==> src/rtl/chaotic_iter_ctrl.sv <==
// ============================================================================
//  Module      : chaotic_iter_ctrl
//  Description : Iteration sequencer for the 3-D chaotic equation datapath.
//                Issues one iteration at a time, discards warm-up states and
//                streams the remaining states out over valid/ready.
//  Revision    : 1.0  initial release
// ============================================================================
`default_nettype none

module chaotic_iter_ctrl #(
  parameter int DATA_WIDTH = 64,
  parameter int CNT_WIDTH  = 32,
  parameter int TIMEOUT    = 1023
) (
  input  logic                  clk,
  input  logic                  rst,
  input  logic                  start,
  input  logic                  abort,
  input  logic [DATA_WIDTH-1:0] x0,
  input  logic [DATA_WIDTH-1:0] y0,
  input  logic [DATA_WIDTH-1:0] z0,
  input  logic [CNT_WIDTH-1:0]  num_iter,
  input  logic [CNT_WIDTH-1:0]  num_skip,
  output logic                  eq_n_valid,
  output logic [DATA_WIDTH-1:0] eq_xn,
  output logic [DATA_WIDTH-1:0] eq_yn,
  output logic [DATA_WIDTH-1:0] eq_zn,
  input  logic                  eq_n1_valid,
  input  logic [DATA_WIDTH-1:0] eq_xn1,
  input  logic [DATA_WIDTH-1:0] eq_yn1,
  input  logic [DATA_WIDTH-1:0] eq_zn1,
  output logic                  out_valid,
  input  logic                  out_ready,
  output logic [DATA_WIDTH-1:0] out_x,
  output logic [DATA_WIDTH-1:0] out_y,
  output logic [DATA_WIDTH-1:0] out_z,
  output logic                  out_last,
  output logic                  busy,
  output logic                  done,
  output logic                  timeout_err,
  output logic [CNT_WIDTH-1:0]  iter_cnt
);

  localparam int                  c_WAIT_W    = $clog2(TIMEOUT + 1);
  localparam logic [c_WAIT_W-1:0] c_WAIT_LAST = c_WAIT_W'(TIMEOUT - 1);
  localparam logic [CNT_WIDTH-1:0] c_ONE      = CNT_WIDTH'(1);

  typedef enum logic [2:0] {
    S_IDLE   = 3'd0,
    S_ISSUE  = 3'd1,
    S_WAIT   = 3'd2,
    S_OUTPUT = 3'd3,
    S_DONE   = 3'd4
  } state_t;

  state_t                r_state;
  logic [CNT_WIDTH-1:0]  r_skip_left;
  logic [CNT_WIDTH-1:0]  r_out_left;
  logic [c_WAIT_W-1:0]   r_wait_cnt;

  assign busy = (r_state == S_ISSUE) || (r_state == S_WAIT) || (r_state == S_OUTPUT);

  always_ff @(posedge clk or posedge rst) begin
    if (rst) begin
      r_state     <= S_IDLE;
      r_skip_left <= '0;
      r_out_left  <= '0;
      r_wait_cnt  <= '0;
      eq_n_valid  <= 1'b0;
      eq_xn       <= '0;
      eq_yn       <= '0;
      eq_zn       <= '0;
      out_valid   <= 1'b0;
      out_x       <= '0;
      out_y       <= '0;
      out_z       <= '0;
      out_last    <= 1'b0;
      done        <= 1'b0;
      timeout_err <= 1'b0;
      iter_cnt    <= '0;
    end else begin
      eq_n_valid <= 1'b0;
      done       <= 1'b0;
      if (abort) begin
        // Present-state registers are intentionally left untouched.
        r_state   <= S_IDLE;
        out_valid <= 1'b0;
        out_last  <= 1'b0;
      end else begin
        case (r_state)
          S_IDLE, S_DONE: begin
            if (start) begin
              eq_xn       <= x0;
              eq_yn       <= y0;
              eq_zn       <= z0;
              r_skip_left <= num_skip;
              r_out_left  <= num_iter;
              iter_cnt    <= '0;
              timeout_err <= 1'b0;
              if (num_iter == '0) begin
                r_state <= S_DONE;
                done    <= 1'b1;
              end else begin
                r_state    <= S_ISSUE;
                eq_n_valid <= 1'b1;
              end
            end
          end
          S_ISSUE: begin
            r_state    <= S_WAIT;
            r_wait_cnt <= '0;
          end
          S_WAIT: begin
            if (eq_n1_valid) begin
              eq_xn <= eq_xn1;
              eq_yn <= eq_yn1;
              eq_zn <= eq_zn1;
              if (iter_cnt != '1) iter_cnt <= iter_cnt + c_ONE;
              if (r_skip_left != '0) begin
                r_skip_left <= r_skip_left - c_ONE;
                r_state     <= S_ISSUE;
                eq_n_valid  <= 1'b1;
              end else begin
                out_x     <= eq_xn1;
                out_y     <= eq_yn1;
                out_z     <= eq_zn1;
                out_valid <= 1'b1;
                out_last  <= (r_out_left == c_ONE);
                r_state   <= S_OUTPUT;
              end
            end else if (r_wait_cnt == c_WAIT_LAST) begin
              timeout_err <= 1'b1;
              r_state     <= S_IDLE;
            end else begin
              r_wait_cnt <= r_wait_cnt + c_WAIT_W'(1);
            end
          end
          S_OUTPUT: begin
            if (out_ready) begin
              out_valid  <= 1'b0;
              out_last   <= 1'b0;
              r_out_left <= r_out_left - c_ONE;
              if (r_out_left == c_ONE) begin
                r_state <= S_DONE;
                done    <= 1'b1;
              end else begin
                r_state    <= S_ISSUE;
                eq_n_valid <= 1'b1;
              end
            end
          end
          default: r_state <= S_IDLE;
        endcase
      end
    end
  end

endmodule

`default_nettype wire

==> config.mk <==
export PLATFORM = sky130hd
export DESIGN_NAME = chaotic_iter_ctrl
export DESIGN_NICKNAME = d
export VERILOG_FILES = /design/src/rtl/chaotic_iter_ctrl.sv
export SDC_FILE = /design/constraint.sdc
export NUM_CORES = 1
export LEC_CHECK = 0
export CORE_AREA = 3 3 341 343
export CTS_BUF_LIST = sky130_fd_sc_hd__clkbuf_8
export DETAILED_ROUTE_END_ITERATION = 8
export DIE_AREA = 0 0 344 346
export GPL_TIMING_DRIVEN = 0
export PLACE_DENSITY = 0.51
export REMOVE_ABC_BUFFERS = 1
export SKIP_CTS_REPAIR_TIMING = 1
export SYNTH_ARGS = -nofsm -noshare
export SYNTH_HDL_FRONTEND = slang
export SYNTH_SLANG_ARGS = --single-unit
==> constraint.sdc <==
create_clock -name clk -period 19 [get_ports clk]
set_input_delay 2.85 -clock clk [delete_from_list [all_inputs] [get_ports clk]]
set_output_delay 2.85 -clock clk [all_outputs]
set_load 0.01 [all_outputs]
# [Word level (Yosys, flattened, before mapping)]
# Cells that the tools add are included.
[totals] input_bits=454 register_bits=498 out_inout_bits=422 wordCells=120
[classes] reduce_logical=19 n_addsub=4 mux=59 n_eq_ne=20 bitwise=2
[op_table] cell="two-way mux 64 bit" n=6
[op_table] cell="one-hot mux 64 bit (2 select lines)" n=3
[op_table] cell="two-way mux 32 bit" n=8
[op_table] cell="one-hot mux 32 bit (2 select lines)" n=3
[op_table] cell="subtractor 32 x 1 -> 32 bit (second input constant)" n=2
[op_table] cell="adder 32 x 1 -> 32 bit (second input constant)" n=1
[op_table] cell="== test 32 x 1 -> 1 bit (second input constant)" n=1
[op_table] cell="zero test 32 bit" n=1
[op_table] cell="inequality test 32 bit (second input constant)" n=1
[op_table] cell="nonzero test 32 bit" n=1
[op_table] cell="two-way mux 1 bit" n=22
[op_table] cell="two-way mux 3 bit" n=7
[op_table] cell="two-way mux 10 bit" n=2
[op_table] cell="one-hot mux 10 bit (2 select lines)" n=1
[op_table] cell="AND reduction 4 bit" n=5
[op_table] cell="AND reduction 5 bit" n=3
[op_table] cell="inequality test 3 bit (second input constant)" n=4
[op_table] cell="one-hot mux 3 bit (4 select lines)" n=1
[op_table] cell="adder 10 x 1 -> 10 bit (second input constant)" n=1
[op_table] cell="== test 10 bit (second input constant)" n=1
[op_table] cell="inequality test 2 bit (second input constant)" n=5
[op_table] cell="one-hot mux 1 bit (2 select lines)" n=4
[op_table] cell="== test 3 x 2 -> 1 bit (second input constant)" n=2
[op_table] cell="inequality test 2 x 1 -> 1 bit (second input constant)" n=3
[op_table] cell="12 further kinds" n=16

# [Longest topological paths before layout]
# Gate-level depths: netlist (run 1).
[depth] depth_word=5 mapped_depth=9 depth_no_buf=7

# [Worst setup path before layout (run 1)]
# OpenSTA, ideal clock, no wires.
[synth_timing] kind="in2reg" startpoint="input port abort" endpoint="register iter_cnt[9]" slack_ns=14.504 path_buffers=2 cell_stages=7 required_time_ns=18.890 t_arrival_ns=4.386 setup_ns=0.110 cell_sequence="or2_2 > clkbuf_1 > a21oi_2 > o31ai_4 > or2_2 > buf_2 > o41ai_1"
[synth_via] elab_chain_len=2
[synth_lines] item="from (decl)" line="18" rtl="input logic abort,"
[synth_lines] item="inverter 1 bit (no source line)"
[synth_lines] item="AND reduction 5 bit (no source line)"
[synth_lines] item="to (signal assigned)" line="118" rtl="if (iter_cnt != '1) iter_cnt <= iter_cnt + c_ONE;"
[synth_lines] item="to (decl)" line="41" rtl="output logic [CNT_WIDTH-1:0] iter_cnt"
# No other way between the ends.
# A chain may end at the register's enable or synchronous reset.

# [Final worst setup path (run 1)]
[layout_timing] startpoint="input port abort" endpoint="register out_z[40]"
[layout_via] elab_chain_len=2
[layout_lines] item="inverter 1 bit (no source line)"
[layout_lines] item="AND reduction 4 bit (no source line)"
[layout_lines] item="to (signal assigned)" line="126" rtl="out_z <= eq_zn1;"
[layout_lines] item="to (decl)" line="36" rtl="output logic [DATA_WIDTH-1:0] out_z,"
# No other way between the ends.

==> run_results.csv, run 1 <==
group,metric,value,unit
timing,fin_crit_sh,0.2992,
synthesis,ys_types,76,
setup_path,required,19.58,ns
timing,fin_hold_ws,0.4992,ns
routing,wire_per_inst,22.17,um
pwr,cellPowerDensity,99.42,nW/um^2
cts,cts-htree-levels,3,
worst_hold_path,min_from,"r_out_left[8]",
floorplan,die_area,119000,sq um
routing,routed_via_density,4.545,
synthesis,ys_seq_elements,498,
synthesis,yosysTopAreaCell,"dfrtp_1",
floorplan,die_h,346,um
routing,antenna_left,0,
synthesis,synth_top_area_share,0.5277,
timing,max_slew_margin,0.07016,
placed_design,dp_slack,12.68,ns
timing,maxSlewViolCount,0,
run_status,outcome,"complete, no violations",
pwr,swShare,0.3320,
placed_design,gp_congestion,0.8598,
routing,wirelength,106700,um
synthesis,synthTopCellsByArea,"dfrtp_1, mux2_4, nand2_1",
placed_design,io_buffers,875,
placed_design,hpwl,81490,um
synthesis,syn_inst,2328,
synthesis,synth.most_common_cell,"dfrtp_1",
cts,clk_pin_slew_worst_paths,0.06,ns
routing,dr.first_iter.drc_count,1435,
routing,num_vias,21871,
global_routing,overflow,0,
timing,min_period,5.685,ns
synthesis,ys_warn_count,0,
cts,cts_tree,"built",
setup_path,reg2reg_from,"r_skip_left[0]",
setup_path,crit_arrival,6.27,ns
pwr,intPower,2430,uW
routing,dr.pass1.iters,5,
routing,route.detailed.drc,0,
cts,clock_latency,0.75,ns
pwr,p_switching,1208,uW
floorplan,initial_core_util,0.2074,
timing,worstMarginPinSlew,1.391,ns
cts,cts_sinks,498,
setup_path,critPathCaptureType,"flip-flop",
global_routing,grt_pass1_vias,21395,
setup_path,slowest_delay,0.66,ns
synthesis,synth-edff-count,0,
setup_path,crit_path_start_kind,"primary input",
timing,timing.fmax,0.1759,GHz
timing,hold_viol,0,
setup_path,worst-path-buf-inv,2,
synthesis,ys.flop_type,"dfrtp_1",
worst_hold_path,hold_class,"flip-flop to flip-flop",
worst_hold_path,holdPathStages,2,
global_routing,antenna_found_initial,41,
setup_path,timing.rr.end,"out_z[40]",
floorplan,io_pins,876,
global_routing,grt_pass1_wl,152700,um
floorplan,core_area,113900,sq um
setup_path,reg2reg_depth,8,
pwr,power_frac_seq,0.396,
pwr,p_leak,0.01559,uW
setup_path,crit_chain,"clkdlybuf4s50_1 > or2_2 > nor2_1 > nand2_8 > buf_16 > mux2_4",
floorplan,die_w,344,um
pwr,ir_worst_vdd,0.04301,mV
timing,worst_slack,13.31,ns
worst_hold_path,min_to,"r_out_left[8]",
pwr,power.share.clock,0.310,
cts,cts-root-buf,"clkbuf_8",
final_layout,layout.nets,3661,
synthesis,avgSynthCellArea,10.14,sq um
final_layout,area_growth,54.95,%
pwr,combPwrFrac,0.294,
global_routing,grt_usage,0.1717,
final_layout,layout-drive-gt1-share,0.1250,
timing,rsz0062_at_grt,"no",
synthesis,async_flop_share,1.000,
synthesis,ys_seq_area_frac,0.5277,
global_routing,grt_start_max_net_pins,111,
timing,fin_skew,0.03943,ns
synthesis,synth_common_cells,"dfrtp_1, nand2_1, nor2_1",
floorplan,fp-row-count,124,
setup_path,r2r_slack,14.81,ns
synthesis,synth_area,23610,sq um
setup_path,critPathMaxFanout,70,
flow_run,max-cap-violations,0,
setup_path,worst-setup-path-type,"primary input to flip-flop",
setup_path,cp_top_family,"simple AND/OR/NAND/NOR gates",
cts,cts_buffers,99,
cts,clk_path_buf_depth,3,
setup_path,critPathSlowestCell,"clkdlybuf4s50_1",
timing,setup_viol,0,
==> power by group through the flow <==
stage	clock, uW	combinational [uW]	sequential, uW
finish	1130	1070	1440
global route	1220	1160	1470
CTS	1170	1080	1440
detailed placement	0	1080	1460
global placement	0	1130	1460
floorplan	0	407	1500
==> registers in the layout, summed over array words and instances, names as in the netlist, 3 cells and up <==
name and count:
eq_yn 64, r_state 3, eq_zn 64, r_out_left 32, out_y 64, out_z 64, iter_cnt 32, out_x 64
r_skip_left 32, eq_xn 64, r_wait_cnt 10
==> tightest hold or removal path, cell delays in order, from the launching register on <==
cell and delay, ns:
dfrtp_1 0.35, nand2_1 0.05, o21ai_0 0.06
==> per-stage QoR <==
step	TNS (ns)	cell area [sq um]	total power, uW	utilization	std cells
2_1_floorplan	0	22870	1908	-	2170
3_3_place_gp	-5584.53	33520	2593	0.2943	4557
3_5_place_dp	0	34510	2538	0.3031	4611
4_1_cts	0	36540	3695	0.3209	4793
5_1_grt	0	36580	3854	0.3212	4807
6_report	0	36590	3638	0.3213	4812
==> cell usage in the layout, fill, tap and decap left out, types with 12 or more instances in the layout <==
cell type | synthesis | layout
nor3_1 | 38 | 38
o21ai_0 | 64 | 64
nor2_1 | 255 | 255
a21oi_1 | 76 | 75
or4_1 | 23 | 23
or3_1 | 24 | 24
inv_1 | 20 | 66
nand2_1 | 479 | 479
o31ai_1 | 16 | 16
clkbuf_8 | 0 | 125
a31oi_1 | 203 | 203
mux2_2 | 12 | 12
mux2_4 | 180 | 180
nand4_1 | 26 | 26
diode_2 | 0 | 19
buf_16 | 0 | 16
dfrtp_1 | 498 | 498
nor4_1 | 31 | 31
buf_6 | 20 | 20
clkdlybuf4s50_1 | 0 | 875
nand3_1 | 39 | 39
==> kinds of logic after synthesis <==
kind of cell	Yosys count	synth area share
mux	199	0.1231
flops	498	0.5277
buf+inv	178	0.03481
simple gates	973	0.1814
compound gates	468	0.1273
xor+xnor	5	0.001854
fa+ha+maj	7	0.003709
==> worst max path at each step <==
stage / from / to / slack [ns] / depth (start not counted)
finish: abort / out_z[40] / 13.31 / 6
floorplan: r_state[0] / r_skip_left[11] / 1.90 / 4
detailed placement: abort / out_z[28] / 12.68 / 6
global placement: r_state[1] / r_skip_left[11] / -19.81 / 4
CTS: abort / out_x[31] / 13.50 / 6
global route: abort / out_z[38] / 13.30 / 6
==> final cells by class <==
type,instances,area [sq um]
repair buffers,929,9699
diodes,19,47.55
inverters,20,82.58
clock buffers,125,1720
flip-flops and latches,498,12460
well taps,1512,1892
multi-input cells,1652,10380
fillers,11770,77290
clock inverters,57,309.0
==> metal layers <==
| layer | global-route usage | vias up | part of all wire |
|---|---|---|---|
| met2 | 0.2804 | 782 | 0.48 |
| met3 | 0.06057 | 206 | 0.094 |
| li1 | - | 10129 | - |
| met1 | 0.2056 | 10730 | 0.40 |
| met4 | 0.06843 | 24 | 0.031 |
| met5 | 0 | - | 0.0015 |
Note: power is estimated with default switching activity, not from simulation.
==> inputs of run 2 (changes only) <==
--- a/config.mk
+++ b/config.mk
@@ -5,12 +5,12 @@
 export SDC_FILE = /design/constraint.sdc
 export NUM_CORES = 1
 export LEC_CHECK = 0
-export CORE_AREA = 3 3 341 343
+export CORE_AREA = 3 3 343 345
 export CTS_BUF_LIST = sky130_fd_sc_hd__clkbuf_8
 export DETAILED_ROUTE_END_ITERATION = 8
-export DIE_AREA = 0 0 344 346
+export DIE_AREA = 0 0 346 348
 export GPL_TIMING_DRIVEN = 0
-export PLACE_DENSITY = 0.51
+export PLACE_DENSITY = 0.52
 export REMOVE_ABC_BUFFERS = 1
 export SKIP_CTS_REPAIR_TIMING = 1
 export SYNTH_ARGS = -nofsm -noshare
==> constraint.sdc (replaced) <==
create_clock -name clk -period 4.7 [get_ports clk]
set_input_delay 0.705 -clock clk [delete_from_list [all_inputs] [get_ports clk]]
set_output_delay 0.705 -clock clk [all_outputs]
set_load 0.01 [all_outputs]
==> run 2 against run 1 <==
- non-clock buffer count stayed put
- final area is 0.21% lower
- power grew to 4.0 times the previous value
- global-route usage is 0.49 points higher
- final cell count is 0.17% lower
- wire length is 3.7% higher
- largest cell class unchanged
- clock power grew to 4.0 times the previous value
- sequential cell count stayed put
- clock-buffer cell count is 12 lower
- register-to-register slack worse by 14 ns
- combinational power grew to 4.1 times the previous value
- utilization is 0.24 points lower
==> run_results.csv, run 2 (synthesized netlist as in run 1, its figures left out) <==
group,metric,value,unit
global_routing,grt_pass1_vias,21702,
final_layout,layout.nets,3660,
timing,worst_slack,0.9361,ns
setup_path,critPathMaxFanout,66,
setup_path,crit_arrival,4.36,ns
final_layout,fin_cells,4804,
timing,worstMarginPinSlew,1.249,ns
setup_path,reg2reg_depth,9,
setup_path,path_depth,9,
placed_design,placedCellCount,4610,
cts,cts-htree-levels,3,
timing,fin_skew,0.06929,ns
timing,hold_viol,0,
placed_design,hpwl,84070,um
routing,route.detailed.drc,0,
global_routing,grt_start_max_net_pins,116,
routing,antenna_left,0,
timing,maxSlewViolCount,0,
worst_hold_path,hold_class,"primary input to flip-flop",
setup_path,required,5.30,ns
global_routing,antenna_found_initial,54,
placed_design,gp_congestion,0.8577,
cts,cts_tree,"built",
routing,dr.first_iter.drc_count,1456,
global_routing,grt_pass1_wl,158500,um
setup_path,critPathSlowestCell,"nor3_4",
floorplan,die_area,120400,sq um
pwr,ir_worst_vdd,0.2376,mV
timing,fin_crit_sh,0.8008,
setup_path,slowest_delay,0.82,ns
floorplan,io_pins,876,
floorplan,core_area,114500,sq um
pwr,fin_total_pwr,14660,uW
placed_design,dp_slack,0.7094,ns
floorplan,fp-row-count,124,
final_layout,fillers,11834,
floorplan,initial_core_util,0.2062,
final_layout,multi_input_area,10380,sq um
final_layout,seqCellArea,12460,sq um
flow_run,max-cap-violations,0,
cts,cts_sinks,498,
floorplan,die_w,346,um
timing,max_slew_margin,0.1652,
timing,fin_tns_setup,0,ns
cts,cts_buffers,98,
global_routing,overflow,0,
run_status,outcome,"complete, no violations",
timing,timing.fmax,0.2657,GHz
pwr,p_leak,0.01552,uW
final_layout,area_growth,54.62,%
cts,clk_pin_slew_worst_paths,0.06,ns
cts,clock_latency,0.78,ns
routing,wirelength,110600,um
setup_path,crit_path_start_kind,"flip-flop",
worst_hold_path,holdPathStages,3,
setup_path,crit_top_cell,"buf_16",
setup_path,worst-path-buf-inv,3,
timing,min_period,3.764,ns
timing,rsz0062_at_grt,"no",
cts,clk_path_buf_depth,3,
routing,wire_per_inst,23.02,um
setup_path,crit_chain,"inv_1 > ha_1 > nor4b_1 > nand4_1 > nor3_4 > nand2_8 > buf_16 > buf_16 > mux2_4",
timing,setup_viol,0,
setup_path,cp_top_family,"simple AND/OR/NAND/NOR gates",
setup_path,worst-setup-path-type,"flip-flop to flip-flop",
routing,routed_via_density,4.592,
placed_design,io_buffers,875,
final_layout,layout-drive-gt1-share,0.1233,
pwr,cellPowerDensity,401.6,nW/um^2
setup_path,critPathCaptureType,"flip-flop",
floorplan,die_h,348,um
final_layout,layout_common_cells,"clkdlybuf4s50_1, dfrtp_1, nand2_1, nor2_1, a31oi_1",
cts,cts-root-buf,"clkbuf_8",
global_routing,grt_usage,0.1766,
final_layout,layout_commonest_cell,"clkdlybuf4s50_1",
routing,num_vias,22059,
routing,dr.pass1.iters,6,
run 2: cell types whose count changed in the layout (fill, tap and decap cells not counted), moves of 2 or more:
cell	delta
clkbuf_8	-12
inv_1	-6
diode_2	+5
bufinv_16	+3
buf_16	-2
buf_8	+2
run 2: final timing paths:
kind / startpoint / to / slack, ns
worst max-delay path: r_skip_left[0] / out_y[17] / 0.94
min in group asynchronous: rst / done / 0.51
max in group asynchronous: rst / out_z[63] / 2.74
worst min-delay path: x0[15] / eq_xn[15] / 0.49
worst max register to register: r_skip_left[0] / out_y[17] / 0.94
worst min register to register: r_out_left[8] / r_out_left[8] / 0.50
run 2: power by group:
| part | total (uW) | internal (uW) | switching [uW] |
|---|---|---|---|
| sequential | 5800 | 5140 | 652 |
| clock | 4530 | 2420 | 2110 |
| combinational | 4340 | 2220 | 2120 |
| total | 14700 | 9780 | 4880 |
run 2: worst reg2reg max path: stages, from the launching register on:
cell and delay (ns):
dfrtp_1 0.41, inv_1 0.14, ha_1 0.18, nor4b_1 0.36
nand4_1 0.31, nor3_4 0.82, nand2_8 0.23, buf_16 0.32
buf_16 0.39, mux2_4 0.49
run 2: routing by layer:
metal,track usage,share of wire
met5,0,0.0012
met4,0.07074,0.036
met3,0.05576,0.081
met2,0.2893,0.48
met1,0.2159,0.41
run 2: area by class of cell:
| class | instances | share of cell area |
|---|---|---|
| sequential | 498 | 0.3413 |
| clock inverter | 56 | 0.01097 |
| clock buffer | 113 | 0.04260 |
| antenna | 24 | 0.001645 |
| multi-input combinational | 1652 | 0.2842 |
| timing repair buffer | 929 | 0.2652 |
| tap | 1512 | 0.05181 |
| inverter | 20 | 0.002262 |
run 2: metrics by stage:
stage,util,instance area (sq um),hold slack (ns)
2_1_floorplan,-,22870,0.4642
3_3_place_gp,0.2927,33520,0.4887
3_5_place_dp,0.3011,34480,0.4902
4_1_cts,0.3182,36440,0.3715
5_1_grt,0.3187,36490,0.4363
6_report,0.3189,36510,0.4879
==> patch 1: new RTL, config.mk and constraints of run 2 <==
Make the reset (`rst`) synchronous in one clocked block.
--- a/src/rtl/chaotic_iter_ctrl.sv
+++ b/src/rtl/chaotic_iter_ctrl.sv
@@ -61,5 +61,5 @@
   assign busy = (r_state == S_ISSUE) || (r_state == S_WAIT) || (r_state == S_OUTPUT);
 
-  always_ff @(posedge clk or posedge rst) begin
+  always_ff @(posedge clk) begin
     if (rst) begin
       r_state     <= S_IDLE;
Function: not settled (the Yosys comparison gave no result); the edit may change what the design does.
==> patch 1 against run 2 <==
Cell count rose by 8.1%; first-iteration DRC count is 18% lower; synthesized cell count rose by 19%; final area decreased by 5.0%; worst setup slack lost 0.28 ns; non-clock buffer count up 8; critical path depth increased by 2; area after synthesis decreased by 7.3%; critical path type unchanged; routed wire length is essentially flat; sequential cell count stayed put; clock skew decreased by 0.0026 ns.
Power is not compared: it rests on default switching activity, and its combinational part moved more than twofold at a synthesized area within 25%.
==> patch 1: results (changes against run 2) <==
via count 23300 (was 22100); FF-to-FF End out_x[41] (was out_y[17]); ys flop type dfxtp_1 (was dfrtp_1); asr flop ratio synth 0 (was 1.00); Total GRT Usage 0.175 (was 0.177); Num CTS Buffers 101 (was 98); cell area after placement 32600 um^2 (was 34500 um^2); Initial DRC Count 1195 (was 1456); top cells by area, synth dfxtp_1, nand2_1, a311oi_1, nor2_1, a21oi_2 (was dfrtp_1, mux2_4, nand2_1, a31oi_1, nor2_1); r2r setup slk 0.66 ns (was 0.94 ns); Critical-path top delay cell nor3_2 (was nor3_4); period utilization 0.860 (was 0.801); fin nets 4041 (was 3660); Commonest cells post-synth nand2_1, dfxtp_1, nor2_1 (was dfrtp_1, nand2_1, nor2_1); first-pass GRT wire length 159000 um (about the same); Hold Path Sink r_out_left[4] (was eq_xn[15]); average cell area after synthesis 7.93 um^2 (was 10.1 um^2); Slew @ Worst Pin 1.19 ns (was 1.25 ns); hpwl dp 84000 um (was 84100 um); reg2reg start r_skip_left[11] (was r_skip_left[0]); worst-path maximum fanout 12 (was 66); Distinct cells, synth 62 (was 76); worst setup path start r_skip_left[11] (was r_skip_left[0]); R2R depth 11 (was 9); Clock Skew 0.0667 ns (was 0.0693 ns); status completed (unchanged); DP Cell Count 4989 (was 4610); Critical Path Max Stage Delay 0.75 ns (was 0.82 ns); DR pass1 iterations 7 (was 6); GPL Wtd Cong 0.862 (was 0.858); hold wc startpoint rst (was x0[15]); Avg WL per Cell 21.3 um (was 23.0 um); Worst Hold Path Cells 2 (was 3); pin count of the biggest net entering global routing 120 (was 116); Clock Latency Late Sink 0.76 ns (was 0.78 ns); share of layout cells above drive strength 1 0.116 (was 0.123); initial antenna violation count 48 (was 54); final non-filler cell total 5193 (was 4804); final hold slack 0.357 ns (was 0.488 ns)
## patch 1: kinds of logic after synthesis
kind of cell               synth area share
and+or+nand+nor                       0.277
AOI/OAI and AO/OA                     0.202
DFF                                   0.455
buffers and inverters                0.0483
xor gates and xnor gates             0.0140
adders and majority gates           0.00400
## patch 1: metal layers
layer | up-vias | share of wire | global-route usage | wire length, um
met5 | - | 0.0016 | 0 | 172
met4 | 28 | 0.035 | 0.0771 | 3820
met3 | 211 | 0.092 | 0.0683 | 10200
met2 | 812 | 0.47 | 0.284 | 51600
met1 | 10900 | 0.40 | 0.206 | 44700
li1 | 11300 | - | - | -
## patch 1: area by class of cell
type,instances,area (um^2)
inverters,11,41.3
diodes,22,55.1
well taps,1512,1890
clock inverters,59,369
flip-flops and latches,498,9970
clock buffers,123,1690
fillers,12300,79800
repair buffers,937,9750
multi-input cells,2031,10900
==> patch 2: new RTL, config.mk and constraints of run 2 <==
Made on the original files. The parameter `TIMEOUT` goes from 1023 to 2046.
--- a/src/rtl/chaotic_iter_ctrl.sv
+++ b/src/rtl/chaotic_iter_ctrl.sv
@@ -11,5 +11,5 @@
   parameter int DATA_WIDTH = 64,
   parameter int CNT_WIDTH  = 32,
-  parameter int TIMEOUT    = 1023
+  parameter int TIMEOUT    = 2046
 ) (
   input  logic                  clk,
Function: not settled (the Yosys comparison gave no result); the edit may change what the design does.
==> patch 2 against run 2 <==
Area after synthesis about the same; sequential cell count increased by 1; count of clock-buffer cells in the layout increased by 10; critical endpoint is now out_z[2]; final area increased by 0.87%; worst hold slack got worse by 0.12 ns; power decreased by 8.2%; clock skew decreased by 0.031 ns; worst setup slack got worse by 0.61 ns; critical path type is now in -> reg; routed wire length increased by 1.8%; register-to-register slack got worse by 0.41 ns; cell count increased by 0.44%.
==> patch 2: results (changes against run 2) <==
Compound-Gate Fraction of Synth Area 0.135 (was 0.127); top cells by area, synth dfrtp_1, mux2_4, nand2_1, a31oi_1, nor2_1 (unchanged); Max rail drop VDD 0.000236 V (was 0.000238 V); switching part of the total 0.311 (was 0.333); Initial DRC Count 1415 (was 1456); vias in the first global route 21400 (was 21700); Synth Register Bits 499 (was 498); Critical-path top delay cell a211o_1 (was nor3_4); final non-filler cell total 4825 (was 4804); Num CTS Buffers 99 (was 98); first-pass GRT wire length 160000 um (was 159000 um); Total GRT Usage 0.180 (was 0.177); fin nets 3674 (was 3660); sequential share of cell area 0.339 (was 0.341); crit path DAT 4.96 ns (was 4.36 ns); Clock Skew 0.0382 ns (was 0.0693 ns); hpwl dp 86700 um (was 84100 um); average cell area after synthesis 10.1 um^2 (about the same); Commonest cells post-synth dfrtp_1, nand2_1, nor2_1 (unchanged); pin count of the biggest net entering global routing 113 (was 116); cell area after placement 34700 um^2 (was 34500 um^2); mux contribution to synthesized area 0.121 (was 0.123); share of layout cells above drive strength 1 0.123 (about the same); initial antenna violation count 44 (was 54); inverter count 19 (was 20); Critical Path Max Stage Delay 1.11 ns (was 0.82 ns); Avg WL per Cell 23.3 um (was 23.0 um); status completed (unchanged); Distinct cells, synth 67 (was 76); multi-input combinational area share 0.282 (was 0.284); XOR/XNOR share of the synthesized area 0.00111 (was 0.00185); max_slew headroom 0.0779 (was 0.165); DR pass1 iterations 5 (was 6); worst setup path start abort (was r_skip_left[0])
==> patch 2: cell count changes after synthesis, moves of 9 or more <==
| cell | change |
|---|---|
| mux2_2 | -12 |
| a21oi_1 | +10 |
| o21ai_0 | +17 |
| or4_1 | -9 |
| nand2_1 | -20 |
| o31ai_1 | +12 |
| mux2_1 | +12 |
==> patch 2: path summary, 6_finish.rpt <==
path	end	slack [ns]	cells after the start
worst max-delay path	out_z[2]	0.33	7
worst min-delay path	out_y[3]	0.37	2
worst max register to register	out_z[2]	0.53	7
worst min register to register	out_x[57]	0.49	1
max in group asynchronous	out_y[2]	2.56	5
min in group clk	out_x[57]	0.49	1
==> patch 2: logic make-up (layout without fill, tap and decap cells) <==
kind of cell | Yosys count | in the layout
DFF | 499 | 499
other | 0 | 24
and+or+nand+nor | 951 | 951
buffers and inverters | 179 | 1128
adders and majority gates | 7 | 7
xor gates and xnor gates | 3 | 3
AOI/OAI and AO/OA | 507 | 507
muxes | 194 | 194
==> patch 2: power groups by stage <==
stage          logic [mW]  registers [mW]  clock network [mW]
2_1_floorplan        1.24            5.63                   0
3_3_place_gp         3.57            5.50                   0
3_5_place_dp         3.32            5.47                   0
4_1_cts              3.33            5.40                4.99
5_1_grt              3.57            5.48                5.15
6_report             3.29            5.40                4.78
==> patch 2: metrics by stage <==
step / setup TNS, ns / worst slack, ns / util
finish: 0 / 0.327 / 0.322
detailed placement: -41.22 / -0.416 / 0.303
global placement: - / -41.96 / 0.293
global route: 0 / 0.265 / 0.321
CTS: 0 / 0.402 / 0.321
floorplan: -9115.78 / -15.84 / -
==> patch 2: metal layers <==
metal  global-route usage  up-vias
met5                    0        -
li1                     -    10200
met3               0.0669      191
met1                0.215    10700
met2                0.297      739
met4               0.0643       20
